[config.mk]
export PLATFORM = sky130hd
export DESIGN_NAME = if_fetch_unit
export DESIGN_NICKNAME = d
export VERILOG_FILES = /design/src/rtl/if_fetch_unit.sv
export SDC_FILE = /design/constraint.sdc
export NUM_CORES = 1
export LEC_CHECK = 0
export BUFFER_PORTS_ARGS = -buffer_cell sky130_fd_sc_hd__buf_4
export CAP_MARGIN = 0
export CORE_ASPECT_RATIO = 0.5
export CORE_MARGIN = 2
export CORE_UTILIZATION = 55
export CTS_BUF_LIST = sky130_fd_sc_hd__clkbuf_4 sky130_fd_sc_hd__clkbuf_8
export DETAILED_ROUTE_END_ITERATION = 16
export PLACE_DENSITY_LB_ADDON = 0.2
export SYNTH_ARGS = -nofsm -noshare
export SYNTH_HDL_FRONTEND = slang
export SYNTH_SLANG_ARGS = --single-unit
[constraint.sdc]
create_clock -name clk -period 3.17 [get_ports clk]
set_input_delay 0.634 -clock clk [delete_from_list [all_inputs] [get_ports clk]]
set_output_delay 0.634 -clock clk [all_outputs]
set_load 0.01 [all_outputs]
[src/rtl/if_fetch_unit.sv]
// Instruction fetch stage: drives the instruction memory, holds the IF/ID register,
// and absorbs one response in a skid buffer while ID is stalled.
//
//   state   | meaning
//   --------+-----------------------------------------------------------------
//   S_FETCH | request at PC; a response goes to IF/ID, or to the skid buffer on stall
//   S_BUF   | no request; one fetched instruction waits in the skid buffer
//   S_DRAIN | request at drain_addr kept alive after a redirect; response is dropped
module if_fetch_unit #(
  parameter logic [31:0] RESET_PC = 32'h0000_0000
) (
  input  logic        clk,
  input  logic        reset,
  input  logic        Z,
  input  logic        J,
  input  logic        JR,
  input  logic [31:0] BranchAddr,
  input  logic [31:0] JumpAddr,
  input  logic [31:0] JrAddr,
  input  logic        PC_IFWrite,
  output logic        imem_req,
  output logic [31:0] imem_addr,
  input  logic        imem_ready,
  input  logic [31:0] imem_rdata,
  output logic [31:0] Instruction_id,
  output logic [31:0] NextPC_id,
  output logic        valid_id,
  output logic [31:0] PC
);

  typedef enum logic [1:0] {S_FETCH, S_BUF, S_DRAIN} state_e;

  state_e      state_q;
  logic [31:0] pc_q;
  logic [31:0] instr_q;
  logic [31:0] npc_q;
  logic        valid_q;
  logic [31:0] skid_instr_q;
  logic [31:0] skid_npc_q;
  logic [31:0] drain_addr_q;

  logic        redirect;
  logic [31:0] target;
  logic [31:0] pc_plus4;
  logic        xfer;

  assign redirect = Z | J | JR;
  assign target   = JR ? JrAddr : (J ? JumpAddr : BranchAddr);
  assign pc_plus4 = pc_q + 32'd4;

  assign imem_req  = !reset && (state_q != S_BUF);
  assign imem_addr = (state_q == S_DRAIN) ? drain_addr_q : pc_q;
  assign xfer      = imem_req && imem_ready;

  assign Instruction_id = instr_q;
  assign NextPC_id      = npc_q;
  assign valid_id       = valid_q;
  assign PC             = pc_q;

  always_ff @(posedge clk) begin
    if (reset) begin
      state_q      <= S_FETCH;
      pc_q         <= RESET_PC;
      instr_q      <= 32'd0;
      npc_q        <= 32'd0;
      valid_q      <= 1'b0;
      skid_instr_q <= 32'd0;
      skid_npc_q   <= 32'd0;
      drain_addr_q <= 32'd0;
    end else if (redirect) begin
      pc_q    <= target;
      instr_q <= 32'd0;
      npc_q   <= 32'd0;
      valid_q <= 1'b0;
      case (state_q)
        // An unanswered request must still complete before memory can accept a new one.
        S_FETCH: if (!xfer) begin
          drain_addr_q <= pc_q;
          state_q      <= S_DRAIN;
        end
        S_BUF:   state_q <= S_FETCH;
        S_DRAIN: if (xfer) state_q <= S_FETCH;
        default: state_q <= S_FETCH;
      endcase
    end else begin
      case (state_q)
        S_FETCH: begin
          if (xfer) begin
            pc_q <= pc_plus4;
            if (PC_IFWrite) begin
              instr_q <= imem_rdata;
              npc_q   <= pc_plus4;
              valid_q <= 1'b1;
            end else begin
              skid_instr_q <= imem_rdata;
              skid_npc_q   <= pc_plus4;
              state_q      <= S_BUF;
            end
          end else if (PC_IFWrite) begin
            instr_q <= 32'd0;
            npc_q   <= 32'd0;
            valid_q <= 1'b0;
          end
        end
        S_BUF: begin
          if (PC_IFWrite) begin
            instr_q <= skid_instr_q;
            npc_q   <= skid_npc_q;
            valid_q <= 1'b1;
            state_q <= S_FETCH;
          end
        end
        S_DRAIN: begin
          if (PC_IFWrite) begin
            instr_q <= 32'd0;
            npc_q   <= 32'd0;
            valid_q <= 1'b0;
          end
          if (xfer) state_q <= S_FETCH;
        end
        default: state_q <= S_FETCH;
      endcase
    end
  end

endmodule
# Word-level counts from Yosys, hierarchy flattened

Cells that the tools add are included.

Memories: 0
Memory bits (read-only): 0
RAM bits: 0
Bits in registers: 195
Output and inout port bits: 130
Input bits: 135
Latch bits: 0
Word-level logic and storage cells: 64

Shifts and indexed selects: 0
Magnitude comparators: 0
Reduce and logical (&&, ||, !) cells: 13
$mul: 0
Bitwise gates (word level): 5
Equal/unequal tests: 9
Multiplexer cells: 28
Divide/modulo/power cells: 0
$add $sub $neg: 1

Operators with widths:

| operator                                                                 | number |
|---|---|
| 32-bit 2-to-1 mux                                                        | 14 |
| 32-bit case mux with 3 select lines                                      | 2 |
| 32-bit by 3-bit adder with 32-bit output (second input constant)         | 1 |
| 3-bit inequality test (second input constant)                            | 5 |
| 2-bit 2-to-1 mux                                                         | 6 |
| 4-bit AND reduction                                                      | 2 |
| 2-bit case mux with 3 select lines                                       | 1 |
| 3-bit AND reduction                                                      | 2 |
| 2-bit case mux with 2 select lines                                       | 1 |
| 2-bit nonzero test                                                       | 2 |
| 1-bit 2-to-1 mux                                                         | 3 |
| 1-bit NOT                                                                | 3 |
| 1-bit case mux with 3 select lines                                       | 1 |
| 3-bit nonzero test                                                       | 1 |
| 2-bit by 1-bit equality test with 1-bit output (second input constant)   | 1 |
| 2-bit equality test (second input constant)                              | 1 |
| 1-bit logical AND                                                        | 2 |
| 2-bit zero test                                                          | 1 |
| 2-bit by 1-bit inequality test with 1-bit output (second input constant) | 1 |
| 2-bit inequality test (second input constant)                            | 1 |
| 1-bit bitwise OR                                                         | 2 |
| 2-bit AND reduction                                                      | 1 |
| 2-bit OR reduction                                                       | 1 |
| 1-bit zero test                                                          | 1 |

# Depth between registers and ports, before layout

Gate-level depths: netlist (run 1).

Depth after elaboration: 6
Depth in mapped cells: 10
Gate-level depth less buffers: 7

# Least setup slack after synthesis (run 1)

No wires, ideal clock.

Kind: input to register
Start: input port JR
End: register skid_npc_q[10]
Data arrival time: 2,091 ps
Required time: 3,032 ps
Buffers on the path: 4
Stages on the path: 7
Setup slack: 941 ps
Cells stage by stage: clkbuf_1 or3_1 clkbuf_1 nor3_2 buf_2 buf_1 a211oi_1

Word-level cells in the longest chain between the ends: 3

Ends and longest elaborated chain:

| element                              | line | source |
|---|---|---|
| from (decl)                          | 16   | `input logic JR,` |
| 1-bit bitwise OR                     | 47   | `assign redirect = Z \| J \| JR;` |
| 1-bit NOT (no source line)           | n/a  |  |
| 4-bit AND reduction (no source line) | n/a  |  |
| to (signal assigned)                 | 96   | `skid_npc_q <= pc_plus4;` |
| to (decl)                            | 39   | `logic [31:0] skid_npc_q;` |

No other way between the ends.
A chain may end at the register's enable or synchronous reset.

# Final worst setup path (run 1)

Start: register state_q[0]
End: register npc_q[25] (netlist: NextPC_id[25])

Word-level cells in the longest chain between the ends: 5
Elaborated cells between the ends (all ways): 12

Ends and longest elaborated chain:

| element                                                                                            | line | source |
|---|---|---|
| from (decl)                                                                                        | 33   | `state_e state_q;` |
| from (signal assigned)                                                                             | 62   | `state_q <= S_FETCH;` |
| from (signal assigned)                                                                             | 79   | `state_q <= S_DRAIN;` |
| from (signal assigned)                                                                             | 81   | `S_BUF: state_q <= S_FETCH;` |
| 2-bit by 1-bit inequality test with 1-bit output                                                   | 51   | `assign imem_req = !reset && (state_q != S_BUF);` |
| 1-bit logical AND                                                                                  | 51   |  |
| 1-bit logical AND                                                                                  | 53   | `assign xfer = imem_req && imem_ready;` |
| 3-bit inequality test (no source line) / 32-bit 2-to-1 mux (equally long branches)                 | n/a  |  |
| 3-bit AND reduction (no source line) / 32-bit case mux with 3 select lines (equally long branches) | n/a  |  |
| to (signal assigned)                                                                               | 92   | `npc_q <= pc_plus4;` |
| to (signal assigned)                                                                               | 108  | `npc_q <= skid_npc_q;` |
| to (decl)                                                                                          | 36   | `logic [31:0] npc_q;` |

Several ways; a longest one is shown, not always the timed one.

==> results.cfg, run 1 <==
[run_status]
outcome = finished clean

[sta]
final_setup_violating_endpoints = 0
fmax_mhz = 347
finalMaxSlewViolations = 0
min_period_ns = 2.88
setup_repair_after_global_routing_missed_its_margin = no
timing.final.hold_violations = 0
finClkSkew_ns = 0.0211
setup_tns_ns = 0
timing.hold.ws_ns = 0.408
final_cycle_share_pct = 91.0
worst-slew-pin-transition_ns = 1.12
timing.slew.headroom_pct = 25.3

[routing]
drc = 0
drt_iter0_drc = 1099
wl_met2_mm = 13.5
detail_route.wirelength.met1_mm = 13.7
avgViaCountPerCell = 6.11
route.vias.total = 10000
routed_wire_length_per_instance_um = 18.6
met3RoutedLength_mm = 2.92
routed_wirelength_mm = 30.5
detail_route.first_pass.iterations = 5
topRoutingLayerUsed = met4
final_antenna_net_count = 0

[clock_network]
tritoncts_num_sinks = 195
worstSkewPairLatency_ns = 0.47
htreeDepth = 4
ctsLongestPathBuffers = 2
tritoncts.num_buffers = 17
clockRootBuffer = sky130_fd_sc_hd__clkbuf_8
post-cts-setup-buffers = 0
cts_repair_resize_count = 0
tritoncts = built
clkSlewWorstSetupHoldPaths_ns = 0.12
ctsHoldBuffers = 0

[layout]
antennaDiodeCount = 0
area_delta_synth_final_pct = 25.4
final_design_area_no_fill_um2 = 12000
drive_above_1_share_pct = 25.6
num-nets-final = 1535

[power_and_ir_drop]
switching_share_pct = 31.8
share_seq_of_total_power_pct = 50.5
power_density_nw_per_um2 = 431
cellLeakagePower_nw = 4.48
pwr-share-clk_pct = 32.0
power.internal_mw = 3.54
p_total_mw = 5.19
comb_power_share_pct = 17.5
irDropWorstVdd_mv = 0.258
power.switching_mw = 1.65

[yosys]
synthMuxAreaShare_pct = 3.12
synthSimpleGateAreaFrac_pct = 20.2
synth-compound-area-share_pct = 26.9
dominant_combinational_cell_family_by_area_after_synthesis = compound AO/OA/AOI/OAI gates
ys_seq_elements = 195
syn_avg_cell_area_um2 = 7.89
synth-seq-area-share_pct = 40.7
yosysUniqueCellTypes = 63
postSynthNetCount = 1355
yosysWarningCount = 0
synth_enable_flop_cells = 0
synth_top_flop_cell = sky130_fd_sc_hd__dfxtp_1
proportion_of_register_bits_with_asynchronous_set_or_reset_after_synthesis_pct = 0
postSynthCellCount = 1215
synth_fa_ha_area_share_pct = 0.653
synth_xor_xnor_area_share_pct = 2.47
syn-cell-area_um2 = 9590

[setup_path]
timing.critical_path.arrival_ns = 3.27
setup_crit_path_kind = flip-flop to flip-flop
r2r-end = NextPC_id[25]
timing.critical_path.required_ns = 3.55
rr_startpoint = state_q[0]
r2r.worst_path.cells = 7
worstPathMaxFanout = 40
worst_setup_path_start_kind = flip-flop
ff2ff_setup_slack_ns = 0.29
cp-end-kind = flip-flop

[global_routing]
grt_util_all_layers_pct = 32.3
grt_first_pass_wirelength_mm = 48.1
global_route.overflow_total = 0
first_global_vias = 9193
antenna_found_initial = 0
maximum_number_of_pins_on_one_net_before_global_route_repair = 102

[run]
drv.max_cap_violation_count = 0

[hold_path]
hold_path_depth = 3
min_path_type = input port to flip-flop
worstHoldStart = imem_rdata[23]
whs_endpoint = skid_instr_q[23]

[floorplan]
num_io_pins = 265
floorplan.rows = 34
core-area_um2 = 17200
die_area_um2 = 18600
floorplan.die.width_um = 191
floorplan.initialDensity_pct = 55.6
die_span_y_um = 97.4

[place]
port_buffers = 264
dp_hpwl_mm = 21.1
finalWeightedCongestion = 0.943
placement.cell_area_um2 = 11600
synth_stat cells, types with 12 or more instances:
library cell	number	area share, %
sky130_fd_sc_hd__nand3_1	26	1.4
sky130_fd_sc_hd__a22oi_1	65	5.1
sky130_fd_sc_hd__o22ai_1	20	1.3
sky130_fd_sc_hd__nor2_1	100	3.9
sky130_fd_sc_hd__nor3_1	27	1.4
sky130_fd_sc_hd__a22o_1	35	3.2
sky130_fd_sc_hd__nand2_1	203	7.9
sky130_fd_sc_hd__inv_1	15	0.59
sky130_fd_sc_hd__buf_2	15	0.78
sky130_fd_sc_hd__o21ai_0	80	4.2
sky130_fd_sc_hd__a21oi_1	100	5.2
sky130_fd_sc_hd__xnor2_1	20	1.8
sky130_fd_sc_hd__dfxtp_1	195	41
sky130_fd_sc_hd__mux2_2	23	2.7
sky130_fd_sc_hd__a211oi_1	31	2.4
sky130_fd_sc_hd__clkbuf_1	104	4.1
sky130_fd_sc_hd__nand4_1	12	0.78
worst max path at each step:
stage | start | end | slack [ns] | depth (start not counted)
after detailed placement | state_q[1] | NextPC_id[31] | 0.32 | 7
final | state_q[0] | NextPC_id[25] | 0.29 | 7
after global placement | imem_ready | NextPC_id[25] | 0.37 | 6
after global routing | state_q[1] | NextPC_id[29] | 0.04 | 7
after floorplan | JR | skid_npc_q[10] | 0.94 | 7
after CTS | state_q[1] | NextPC_id[25] | 0.31 | 7
stage by stage:
step / cells / util, % / setup WS [ns]
after floorplan: 1215 / - / 0.941
after global placement: 1610 / 67.3 / 0.374
after detailed placement: 1610 / 67.3 / 0.322
after CTS: 1642 / 69.8 / 0.307
after global routing: 1642 / 69.8 / 0.0423
final: 1642 / 69.8 / 0.286
registers in the layout, summed over array words and instances (netlist names), named ones only:
name / flops
Instruction_id: 32
NextPC_id: 32
PC: 32
drain_addr_q: 32
skid_instr_q: 32
skid_npc_q: 32
state_q: 2
area by class of cell:
type	instances	area (µm²)
clock inverter	14	180
inverter	15	56.3
timing repair buffer	288	2170
clock buffer	18	241
fill	1422	5200
tap	234	293
multi-input combinational	878	5170
sequential	195	3900
per-layer routing:
layer / up-vias / global-route usage [%]
met5: - / 0
li1: 4733 / -
met1: 4756 / 47.1
met4: 0 / 8.65
met3: 37 / 6.57
met2: 504 / 48.4
cells in the final DEF, fill, tap and decap left out, types with 5 or more instances in the layout:
| cell type | instances |
|---|---|
| sky130_fd_sc_hd__o211ai_1 | 10 |
| sky130_fd_sc_hd__a22o_1 | 35 |
| sky130_fd_sc_hd__nor2b_1 | 6 |
| sky130_fd_sc_hd__a222oi_1 | 5 |
| sky130_fd_sc_hd__a21oi_1 | 100 |
| sky130_fd_sc_hd__clkbuf_8 | 17 |
| sky130_fd_sc_hd__xnor2_1 | 20 |
| sky130_fd_sc_hd__nor4_1 | 8 |
| sky130_fd_sc_hd__a31oi_1 | 9 |
| sky130_fd_sc_hd__and4_1 | 6 |
| sky130_fd_sc_hd__nand4_1 | 12 |
| sky130_fd_sc_hd__nand2_1 | 202 |
| sky130_fd_sc_hd__nand3_1 | 26 |
| sky130_fd_sc_hd__a22oi_1 | 65 |
| sky130_fd_sc_hd__nor3_1 | 26 |
| sky130_fd_sc_hd__dfxtp_1 | 195 |
| sky130_fd_sc_hd__o22ai_1 | 20 |
| sky130_fd_sc_hd__a221o_1 | 9 |
| sky130_fd_sc_hd__or4_1 | 5 |
| sky130_fd_sc_hd__inv_1 | 15 |
| sky130_fd_sc_hd__buf_4 | 287 |
| sky130_fd_sc_hd__clkinv_8 | 6 |
| sky130_fd_sc_hd__nor2_1 | 100 |
| sky130_fd_sc_hd__and3_1 | 9 |
| sky130_fd_sc_hd__xor2_1 | 7 |
| sky130_fd_sc_hd__o21ai_0 | 80 |
| sky130_fd_sc_hd__nand3b_1 | 5 |
| sky130_fd_sc_hd__a211oi_1 | 31 |
| sky130_fd_sc_hd__mux2_2 | 23 |
power groups by stage:
stage / Sequential, mW / Clock (mW) / Combinational (mW)
floorplan: 2.62 / 0 / 0.513
global placement: 2.67 / 0 / 0.872
detailed placement: 2.67 / 0 / 0.891
CTS: 2.61 / 1.68 / 0.894
global route: 2.63 / 1.77 / 0.975
finish: 2.62 / 1.66 / 0.907
worst max-delay path, stage by stage (launching register included):
cell and delay [ns]:
sky130_fd_sc_hd__dfxtp_1 0.37, sky130_fd_sc_hd__inv_1 0.09, sky130_fd_sc_hd__ha_1 0.38, sky130_fd_sc_hd__nor2b_1 0.20, sky130_fd_sc_hd__o31ai_4 0.89, sky130_fd_sc_hd__buf_4 0.54, sky130_fd_sc_hd__a22oi_1 0.16, sky130_fd_sc_hd__o22ai_1 0.17
logic make-up after synthesis:
logic type | Yosys count
fa+ha+maj | 5
simple gates | 427
compound gates | 392
xor+xnor | 27
flops | 195
mux | 27
buf+inv | 142
No activity file was read; power rests on OpenSTA's default activity.
==> inputs of run 2 (changes only) <==
--- a/config.mk
+++ b/config.mk
@@ -5,6 +5,7 @@
 export SDC_FILE = /design/constraint.sdc
 export NUM_CORES = 1
 export LEC_CHECK = 0
+export ABC_AREA = 1
 export BUFFER_PORTS_ARGS = -buffer_cell sky130_fd_sc_hd__buf_4
 export CAP_MARGIN = 0
 export CORE_ASPECT_RATIO = 0.5
@@ -12,6 +13,7 @@
 export CORE_UTILIZATION = 55
 export CTS_BUF_LIST = sky130_fd_sc_hd__clkbuf_4 sky130_fd_sc_hd__clkbuf_8
 export DETAILED_ROUTE_END_ITERATION = 16
+export MAX_ROUTING_LAYER = met4
 export PLACE_DENSITY_LB_ADDON = 0.2
 export SYNTH_ARGS = -nofsm -noshare
 export SYNTH_HDL_FRONTEND = slang
==> run 2 against run 1 <==
Compared with the run above: worst setup slack better by 0.18 ns; first-iteration DRC count shrank 4.8%; register-to-register slack better by 0.18 ns; via count up 12%; combinational power up 20%; power increased by 4.2%; largest power group unchanged.
==> results.cfg, run 2 <==
[sta]
finalMaxSlewViolations = 0
timing.final.hold_violations = 0
timing.slew.headroom_pct = 34.9
worst-slew-pin-transition_ns = 0.975
final_setup_violating_endpoints = 0
finClkSkew_ns = 0.0264
final_cycle_share_pct = 85.4
min_period_ns = 2.71
setup_ws_ns = 0.462
fmax_mhz = 369
setup_tns_ns = 0
setup_repair_after_global_routing_missed_its_margin = no

[yosys]
yosysUniqueCellTypes = 39
proportion_of_register_bits_with_asynchronous_set_or_reset_after_synthesis_pct = 0
yosysWarningCount = 0
synth_enable_flop_cells = 0
syn_avg_cell_area_um2 = 6.50
syn-cell-area_um2 = 10100
postSynthNetCount = 1698
synth_top_flop_cell = sky130_fd_sc_hd__dfxtp_1
synth_top_area_cell = sky130_fd_sc_hd__dfxtp_1
netlist_top_cells_area = sky130_fd_sc_hd__dfxtp_1, sky130_fd_sc_hd__nand2_1, sky130_fd_sc_hd__o21ai_0, sky130_fd_sc_hd__a21oi_1, sky130_fd_sc_hd__inv_1
synth_cell_count_leaders = sky130_fd_sc_hd__nand2_1, sky130_fd_sc_hd__o21ai_0, sky130_fd_sc_hd__dfxtp_1
postSynthCellCount = 1558
synth_most_common_cell = sky130_fd_sc_hd__nand2_1
ys_seq_elements = 195
synthDominantCellAreaShare_pct = 38.5
synth-seq-area-share_pct = 38.5

[layout]
area_delta_synth_final_pct = 23.9
drive_above_1_share_pct = 19.6
antennaDiodeCount = 0
finalCoreUtilization_pct = 68.9
layout_commonest_cell = sky130_fd_sc_hd__nand2_1
layout_common_cells = sky130_fd_sc_hd__nand2_1, sky130_fd_sc_hd__buf_4, sky130_fd_sc_hd__o21ai_0, sky130_fd_sc_hd__dfxtp_1, sky130_fd_sc_hd__inv_1
num-nets-final = 1904
final_design_area_no_fill_um2 = 12600

[floorplan]
num_io_pins = 265
floorplan.rows = 35
die_area_um2 = 19600
die_span_y_um = 100
floorplan.die.width_um = 196
floorplan.initialDensity_pct = 55.6
core-area_um2 = 18200

[power_and_ir_drop]
power.switching_mw = 1.80
power.internal_mw = 3.60
pwr-share-clk_pct = 30.5
power_density_nw_per_um2 = 430
comb_power_share_pct = 20.1
cellLeakagePower_nw = 5.39
irDropWorstVdd_mv = 0.283
switching_share_pct = 33.3
share_seq_of_total_power_pct = 49.3

[routing]
drc = 0
final_antenna_net_count = 0
routed_wirelength_mm = 34.2
drt_iter0_drc = 1046
route.vias.total = 11200
avgViaCountPerCell = 5.55
routed_wire_length_per_instance_um = 17.0
detail_route.first_pass.iterations = 5

[setup_path]
crit_slowest_cell = sky130_fd_sc_hd__inv_2
setup_crit_path_kind = flip-flop to flip-flop
worst_setup_path_start_kind = flip-flop
ff2ff_setup_slack_ns = 0.46
timing.critical_path.arrival_ns = 3.12
cp_slowest_stage_delay_ns = 0.53
cp-end-kind = flip-flop
worstPathMaxFanout = 36
timing.critical_path.required_ns = 3.58
path_cells = inv_1 > ha_1 > nor2_4 > nand2_4 > nor2_4 > nand2_2 > nand2_4 > inv_2 > buf_4 > nand2_1 > a21oi_1

[clock_network]
tritoncts.num_buffers = 17
htreeDepth = 4
tritoncts_num_sinks = 195
cts_repair_resize_count = 0
ctsHoldBuffers = 0
clockRootBuffer = sky130_fd_sc_hd__clkbuf_8
post-cts-setup-buffers = 0
worstSkewPairLatency_ns = 0.49
ctsLongestPathBuffers = 2
clkSlewWorstSetupHoldPaths_ns = 0.12
tritoncts = built

[global_routing]
grt_util_all_layers_pct = 35.5
global_route.overflow_total = 0
first_global_vias = 10400
antenna_found_initial = 0
maximum_number_of_pins_on_one_net_before_global_route_repair = 99
grt_first_pass_wirelength_mm = 53.4

[run]
drv.max_cap_violation_count = 0

[place]
dp_slack_ns = 0.429
placement.cell_area_um2 = 12200
dp_hpwl_mm = 24.9
finalWeightedCongestion = 0.972
port_buffers = 264

[run_status]
outcome = finished clean

[hold_path]
min_path_type = input port to flip-flop
-- run 2: path summary, 6_finish.rpt --
kind	from	end	cells past startpoint
hold reg to reg	drain_addr_q[21]	drain_addr_q[21]	2
hold / removal	imem_rdata[25]	skid_instr_q[25]	3
setup / recovery	state_q[1]	Instruction_id[10]	11
setup reg to reg	state_q[1]	Instruction_id[10]	11
-- run 2: cell type report --
type / count / area, µm²
clock buffers: 18 / 248
clock inverters: 14 / 160
flip-flops and latches: 195 / 3900
fillers: 1646 / 5660
multi-input cells: 1073 / 5050
well taps: 240 / 300
repair buffers: 284 / 2170
inverters: 193 / 724
-- run 2: critical path: cells and delay by family (launching register included) --
family                     cells  cell delay, ns
buffers and inverters          3            0.97
and+or+nand+nor                6            0.68
adders and majority gates      1            0.39
DFF                            1            0.37
AOI/OAI and AO/OA              1            0.17
-- run 2: cells by family after synthesis --
kind of cell             count (synthesis)  share of synthesized area, %
XOR/XNOR                                 7                         0.605
AO/OA/AOI/OAI                          456                          23.8
flip-flops                             195                          38.5
adder cells (fa/ha/maj)                  5                         0.617
AND/OR/NAND/NOR                        605                          24.8
buffers and inverters                  290                          11.7
-- run 2: per-stage QoR --
step / instances / power [mW] / hold WS (ns)
floorplan: 1558 / 3.28 / 0.424
global placement: 1985 / 3.76 / 0.431
detailed placement: 1985 / 3.79 / 0.437
CTS: 2017 / 5.39 / 0.384
global route: 2017 / 5.63 / 0.403
finish: 2017 / 5.40 / 0.392
-- run 2: power by group through the flow --
| stage | Clock (mW) | Combinational, mW | Sequential, mW |
|---|---|---|---|
| 2_1_floorplan | 0 | 0.588 | 2.69 |
| 3_3_place_gp | 0 | 1.05 | 2.71 |
| 3_5_place_dp | 0 | 1.07 | 2.72 |
| 4_1_cts | 1.66 | 1.08 | 2.66 |
| 5_1_grt | 1.76 | 1.19 | 2.68 |
| 6_report | 1.65 | 1.09 | 2.67 |
-- run 2: layer usage --
metal / global-route usage, % / vias up / routed length (µm)
met1: 48.6 / 5184 / 15200
li1: - / 5452 / -
met4: 6.47 / 0 / 412
met2: 54.6 / 527 / 15000
met3: 7.76 / 39 / 3530
met5: - / - / 0
==> inputs of run 3 (changes only) <==
--- a/config.mk
+++ b/config.mk
@@ -8,7 +8,6 @@
 export ABC_AREA = 1
 export BUFFER_PORTS_ARGS = -buffer_cell sky130_fd_sc_hd__buf_4
 export CAP_MARGIN = 0
-export CORE_ASPECT_RATIO = 0.5
 export CORE_MARGIN = 2
 export CORE_UTILIZATION = 55
 export CTS_BUF_LIST = sky130_fd_sc_hd__clkbuf_4 sky130_fd_sc_hd__clkbuf_8
==> run 3 against run 2 <==
Compared with the run above: clock-buffer cell count unchanged; critical path depth shrank 5; combinational power barely moved; power up 0.50%; critical endpoint is now imem_addr[15].
==> results.cfg, run 3 (synthesis gave the netlist of run 2 again) <==
[run_status]
outcome = finished clean

[floorplan]
floorplan.rows = 49
num_io_pins = 265
core-area_um2 = 18000
die_area_um2 = 19500
floorplan.die.width_um = 140
die_span_y_um = 140
floorplan.initialDensity_pct = 56.2

[clock_network]
clkSlewWorstSetupHoldPaths_ns = 0.10
worstSkewPairLatency_ns = 0.48
tritoncts_num_sinks = 195
tritoncts = built
post-cts-setup-buffers = 0
tritoncts.num_buffers = 17
cts_repair_resize_count = 0
ctsLongestPathBuffers = 2
htreeDepth = 4
ctsHoldBuffers = 0
clockRootBuffer = sky130_fd_sc_hd__clkbuf_8

[routing]
route.vias.total = 11000
final_antenna_net_count = 0
drc = 0
drt_iter0_drc = 880
avgViaCountPerCell = 5.46
routed_wire_length_per_instance_um = 15.7
detail_route.first_pass.iterations = 6
routed_wirelength_mm = 31.5

[setup_path]
setup_crit_path_kind = flip-flop to output pin
path_cells = inv_1 > ha_2 > buf_4 > nand2_1 > o21ai_0 > buf_4
crit_slowest_cell = sky130_fd_sc_hd__ha_2
worst_setup_path_start_kind = flip-flop
timing.critical_path.required_ns = 2.54
critPathMostFrequentCell = sky130_fd_sc_hd__buf_4
worstPathMaxFanout = 34
cp-end-kind = output pin
cp_slowest_stage_delay_ns = 0.49
timing.critical_path.arrival_ns = 2.24

[hold_path]
min_path_type = input port to flip-flop

[global_routing]
grt_first_pass_wirelength_mm = 51.0
antenna_found_initial = 0
global_route.overflow_total = 0
grt_util_all_layers_pct = 32.8
first_global_vias = 10100
maximum_number_of_pins_on_one_net_before_global_route_repair = 71

[power_and_ir_drop]
power_density_nw_per_um2 = 432
cellLeakagePower_nw = 5.40
p_total_mw = 5.43
irDropWorstVdd_mv = 0.311

[layout]
drive_above_1_share_pct = 19.7
antennaDiodeCount = 0
num-nets-final = 1904
finalNonFillerCells = 2006
area_delta_synth_final_pct = 24.0
layout_commonest_cell = sky130_fd_sc_hd__nand2_1
layout_common_cells = sky130_fd_sc_hd__nand2_1, sky130_fd_sc_hd__buf_4, sky130_fd_sc_hd__o21ai_0, sky130_fd_sc_hd__dfxtp_1, sky130_fd_sc_hd__inv_1

[sta]
fmax_mhz = 348
final_setup_violating_endpoints = 0
timing.slew.headroom_pct = 39.5
final_cycle_share_pct = 90.5
setup_repair_after_global_routing_missed_its_margin = no
finalMaxSlewViolations = 0
min_period_ns = 2.87
worst-slew-pin-transition_ns = 0.906
finClkSkew_ns = 0.0185
setup_tns_ns = 0
timing.final.hold_violations = 0

[run]
drv.max_cap_violation_count = 0

[place]
finalWeightedCongestion = 0.968
port_buffers = 264
placed_cells = 1974
dp_hpwl_mm = 23.1
-- run 3: per-layer routing --
metal | part of all wire [%] | vias to the layer above | global-route usage [%]
li1 | - | 5441 | -
met1 | 43 | 5016 | 42.6
met2 | 47 | 439 | 53.1
met3 | 7.3 | 61 | 4.58
met4 | 2.8 | 0 | 10.6
met5 | 0 | - | -
-- run 3: cell type report --
cell class                 instances  area [µm²]
clock buffer                      18         241
clock inverter                    14         186
fill                            1604        5460
inverter                         193         724
multi-input combinational       1073        5060
sequential                       195        3900
tap                              229         287
timing repair buffer             284        2170
-- run 3: final timing paths --
kind                         start          endpoint  slack (ns)  cells after the start
setup / recovery        state_q[0]     imem_addr[15]        0.30                      6
hold / removal      imem_rdata[29]  skid_instr_q[29]        0.42                      3
setup reg to reg        state_q[1]     NextPC_id[15]        0.57                     13
hold reg to reg   drain_addr_q[30]  drain_addr_q[30]        0.45                      2
-- run 3: stage by stage --
stage                     setup WS, ns  hold WS, ns  utilization (%)  instance area (µm²)
after floorplan                   1.23        0.424                -                10100
after detailed placement         0.580        0.434             67.4                12100
final                            0.300        0.420             69.7                12600
after global routing             0.160        0.432             69.7                12600
after global placement           0.665        0.430             67.4                12100
after CTS                        0.293        0.402             69.7                12600
-- run 3: report_power, final --
part / switching, mW / internal [mW] / leakage, nW
Combinational: 0.635 / 0.434 / 3.60
Clock: 1.02 / 0.689 / 0.214
Sequential: 0.100 / 2.55 / 1.59
Total: 1.75 / 3.68 / 5.40
-- run 3: worst max-delay path, delay by kind of cell (launching register included) --
kind                       cells  cell delay, ns
AOI/OAI and AO/OA              1            0.14
adders and majority gates      1            0.49
buffers and inverters          3            0.70
DFF                            1            0.35
and+or+nand+nor                1            0.08
